File: config.mk
export PLATFORM = sky130hd
export DESIGN_NAME = vram_arbiter
export DESIGN_NICKNAME = d
export VERILOG_FILES = /design/src/rtl/vram_arbiter.sv
export SDC_FILE = /design/constraint.sdc
export NUM_CORES = 1
export LEC_CHECK = 0
export BUFFER_PORTS_ARGS = -buffer_cell sky130_fd_sc_hd__buf_2
export CORE_UTILIZATION = 45
export CTS_CLUSTER_DIAMETER = 100
export DETAILED_ROUTE_END_ITERATION = 10
export PLACE_DENSITY = 0.74
export SYNTH_ARGS = -nofsm -noshare
export SYNTH_HDL_FRONTEND = slang
export SYNTH_SLANG_ARGS = --single-unit
File: constraint.sdc
create_clock -name clk -period 2.69 [get_ports clk]
set_clock_uncertainty 0.15 [all_clocks]
set_input_delay 0.1345 -clock clk [delete_from_list [all_inputs] [get_ports clk]]
set_output_delay 0.1345 -clock clk [all_outputs]
set_load 0.03 [all_outputs]
File: src/rtl/vram_arbiter.sv
// Single-port video RAM arbiter: display fetcher has priority, CPU protected by a starvation limit.
// Latency: read ack in N+3, write ack in N+2; backpressure: requests held until ack, ignored while busy.
module vram_arbiter #(
    parameter int ADDR_W         = 11,
    parameter int DATA_W         = 8,
    parameter int CPU_STARVE_MAX = 4
) (
    input  logic              clk,
    input  logic              n_reset,
    input  logic              cpu_req,
    input  logic              cpu_we,
    input  logic [ADDR_W-1:0] cpu_addr,
    input  logic [DATA_W-1:0] cpu_wdata,
    output logic              cpu_ack,
    output logic [DATA_W-1:0] cpu_rdata,
    input  logic              disp_req,
    input  logic [ADDR_W-1:0] disp_addr,
    output logic              disp_ack,
    output logic [DATA_W-1:0] disp_rdata,
    output logic [ADDR_W-1:0] ram_addr,
    output logic [DATA_W-1:0] ram_wdata,
    output logic              ram_we,
    input  logic [DATA_W-1:0] ram_rdata,
    output logic              busy
);

    typedef enum logic [1:0] {
        IDLE  = 2'd0,
        ISSUE = 2'd1,
        WAIT  = 2'd2,
        DONE  = 2'd3
    } state_t;

    localparam logic [3:0] STARVE_MAX = 4'(CPU_STARVE_MAX);

    state_t     state_q;
    state_t     state_d;
    logic       owner_cpu_q;
    logic       owner_cpu_d;
    logic [3:0] starve_q;
    logic [3:0] starve_d;
    logic       grant_cpu;
    logic       grant_disp;

    always_comb begin
        state_d     = state_q;
        owner_cpu_d = owner_cpu_q;
        starve_d    = starve_q;
        grant_cpu   = 1'b0;
        grant_disp  = 1'b0;
        case (state_q)
            IDLE: begin
                // The CPU only overtakes a pending display read once the limit is reached.
                if (cpu_req && (!disp_req || starve_q == STARVE_MAX)) begin
                    grant_cpu = 1'b1;
                end else if (disp_req) begin
                    grant_disp = 1'b1;
                end

                if (grant_cpu || !cpu_req) begin
                    starve_d = 4'd0;
                end else if (grant_disp && starve_q < STARVE_MAX) begin
                    starve_d = starve_q + 4'd1;
                end

                if (grant_cpu || grant_disp) begin
                    state_d     = ISSUE;
                    owner_cpu_d = grant_cpu;
                end
            end
            // ram_we is only ever set during the ISSUE cycle of a CPU write.
            ISSUE:   state_d = ram_we ? DONE : WAIT;
            WAIT:    state_d = DONE;
            DONE:    state_d = IDLE;
            default: state_d = IDLE;
        endcase
    end

    always_ff @(posedge clk) begin
        if (!n_reset) begin
            state_q     <= IDLE;
            owner_cpu_q <= 1'b0;
            starve_q    <= 4'd0;
        end else begin
            state_q     <= state_d;
            owner_cpu_q <= owner_cpu_d;
            starve_q    <= starve_d;
        end
    end

    always_ff @(posedge clk) begin
        if (!n_reset) begin
            ram_addr   <= '0;
            ram_wdata  <= '0;
            ram_we     <= 1'b0;
            cpu_rdata  <= '0;
            disp_rdata <= '0;
        end else begin
            ram_we <= grant_cpu & cpu_we;
            if (grant_cpu) begin
                ram_addr  <= cpu_addr;
                ram_wdata <= cpu_wdata;
            end else if (grant_disp) begin
                ram_addr <= disp_addr;
            end

            // Synchronous RAM returns data the cycle after ISSUE.
            if (state_q == WAIT) begin
                if (owner_cpu_q) begin
                    cpu_rdata <= ram_rdata;
                end else begin
                    disp_rdata <= ram_rdata;
                end
            end
        end
    end

    assign busy     = (state_q != IDLE);
    assign cpu_ack  = (state_q == DONE) && owner_cpu_q;
    assign disp_ack = (state_q == DONE) && !owner_cpu_q;

endmodule

==> results.py <==
metrics = {
    "outcome": {
        "status": "finished clean",
    },
    "placement": {
        "hpwl_um": 2880,
        "portBuffers": 81,
        "place_ws_ns": 0.923,
        "gp_congestion": 0.769,
        "dp_cells": 314,
    },
    "synthesis": {
        "synth.distinct_cells": 35,
        "synth_fa_ha_area_share_pct": 4.22,
        "ys_seq_area_share_pct": 48.4,
        "synthMuxAreaShare_pct": 0,
        "synth_compound_area_share_pct": 23.4,
        "netlist_top_cells_area": "dfxtp_1, nand2_1, a21oi_1",
        "synth_flop_cell": "dfxtp_1",
        "synth_warnings": 0,
        "synth_xor_area_share_pct": 0,
        "ys_ff_latch": 43,
        "async_flop_share_pct": 0,
        "synth_top_family_by_area": "compound AO/OA/AOI/OAI gates",
        "syn_area_um2": 1780,
        "syn_nets": 245,
        "syn_avg_cell_area_um2": 9.07,
        "synth_edf_count": 0,
        "syn_inst": 196,
        "yosys.area_share.simple_pct": 18.9,
        "synth_top_cell_area_share_pct": 48.4,
        "yosysTopAreaCell": "dfxtp_1",
        "synthMostInstantiatedCell": "nand2_1",
        "netlist_top_cells_count": "nand2_1, dfxtp_1, a21oi_1",
    },
    "cts": {
        "path_clk_slew_ns": 0.08,
        "clock_sinks": 43,
        "cts_root_buffer": "clkbuf_8",
        "cts_buffers": 5,
        "htreeDepth": 2,
        "clockBufferDepth": 2,
        "cts_tree": "built",
        "clock_latency_ns": 0.29,
    },
    "drt": {
        "drt_iter0_drc": 56,
        "wl_um": 4730,
        "vias": 1827,
        "via_per_inst": 5.06,
        "drtAntennaViolNets": 0,
        "wl_per_cell_um": 13.1,
        "drc": 0,
        "drt_first_pass_iters": 4,
    },
    "timing": {
        "fin_crit_sh_pct": 88.6,
        "fmax_ghz": 0.419,
        "slew_viol_final": 0,
        "hold-worst-slack_ns": 0.0821,
        "period_minus_slack_ns": 2.38,
        "rsz0062_at_grt": "false",
        "setup-tns-final_ns": 0,
        "worst_slew_pin_slew_ns": 0.812,
        "relSlewSlack_pct": 45.6,
        "final_critical_path_setup_slack_ns": 0.306,
        "hold_violations": 0,
        "setup_viol": 0,
    },
    "floorplanning": {
        "die_area_um2": 4210,
        "rows": 22,
        "start_util_pct": 47.8,
        "core_um2": 3720,
        "dieHeight_um": 64.9,
        "die_w_um": 64.9,
        "io_pins": 82,
    },
    "worst_setup_path": {
        "crit_fanout": 11,
        "cp_data_arrival_time_ns": 2.41,
        "path_class": "reg2reg",
        "crit_path_end_kind": "flip-flop",
        "setup.worst_path.start_class": "flip-flop",
        "crit_required_ns": 2.72,
    },
    "finish": {
        "syn_to_final_growth_pct": 51.9,
        "drive_gt1_share_pct": 31.3,
        "num_antenna_cells": 0,
        "fillCellCount": 278,
        "layoutNonFillerInstCount": 361,
        "final_nets": 361,
        "multi_input_area_um2": 826,
        "seqCellArea_um2": 861,
    },
    "global_route": {
        "grt_max_degree": 20,
        "grtUsageTotal_pct": 24.8,
        "grt-ovfl-total": 0,
        "antenna_found_initial": 0,
        "grt_pass1_vias": 1769,
        "grt_first_pass_wirelength_um": 7910,
    },
    "run": {
        "max-cap-violations": 0,
    },
    "power_and_ir_drop": {
        "leakagePower_nw": 1.29,
        "total_power_mw": 2.26,
        "p_per_area_nw_per_um2": 838,
        "vdd_drop_max_mv": 0.587,
    },
    "min_path": {
        "hold_class": "in2reg",
    },
}
==> path summary, 6_finish.rpt <==
path / from / endpoint / slack, ns / cells after the start
setup / recovery: state_q[0] / ram_addr[1] / 0.31 / 6
hold / removal: cpu_req / state_q[1] / 0.08 / 3
setup reg to reg: state_q[0] / ram_addr[1] / 0.31 / 6
hold reg to reg: disp_rdata[2] / disp_rdata[2] / 0.30 / 2
==> kinds of logic after synthesis <==
group | Yosys count
buf+inv | 18
fa+ha+maj | 6
simple gates | 76
compound gates | 53
flops | 43
==> critical path: stages (launching register included) <==
cell           delay (ns)
dfxtp_1              0.34
inv_1                0.10
ha_1                 0.36
nand2_1              0.12
a21o_1               0.32
o221a_2              0.30
dlygate4sd3_1        0.57
==> routing by layer <==
metal	track usage, %	wire length (um)	share of wire [%]
met5	0	0	0
met4	10.3	109	2.3
met3	5.81	231	4.9
met2	42.4	2300	49
met1	29.3	2090	44
==> flip-flops by register name, indices dropped and copies added, names as in the netlist <==
signal	flops
ram_addr	11
cpu_rdata	8
ram_we	1
state_q	2
disp_rdata	8
ram_wdata	8
starve_q	4
owner_cpu_q	1
==> what timing repair did <==
| item | CTS | global route |
|---|---|---|
| setup buffers | 0 | 0 |
| gates resized for setup | 0 | 0 |
| hold buffers | 39 | 0 |
| hold endpoints to repair | 36 | 0 |
==> placed cells by master (no fill, tap or decap), drive strengths merged <==
master        n
or3           1
o2bb2ai       1
nand2b        2
and3b         1
nand3         9
nor2b         4
o21bai        1
clkinv        1
a31oi         1
nor2          1
o21ai         3
and3          1
dlygate4sd3  39
and2          1
a21oi        21
or4           1
nand2        54
dfxtp        43
a311oi        1
nand3b        1
clkbuf        6
buf          81
o31ai         1
inv           6
bufinv        2
o211ai        1
ha            6
a21o          2
a21bo         1
o221a        11
o2111a        1
a22o          8
==> power by group <==
group	switching (mW)	total (mW)	internal (mW)
logic	0.506	0.858	0.351
registers	0.0720	0.821	0.749
clock network	0.213	0.584	0.371
==> cell type report <==
class,instances,area share [%]
clock buffers,6,2.69
clock inverters,2,2.22
inverters,7,0.973
multi-input cells,135,30.6
flip-flops and latches,43,31.9
well taps,48,2.22
repair buffers,120,29.5
==> per-stage QoR <==
stage	util, %	instance area (um^2)
final	72.7	2700
after global routing	72.7	2700
after CTS	72.7	2700
after detailed placement	58.6	2180
after global placement	58.6	2180
after floorplan	-	1780
(Power assumes the default switching activity.)
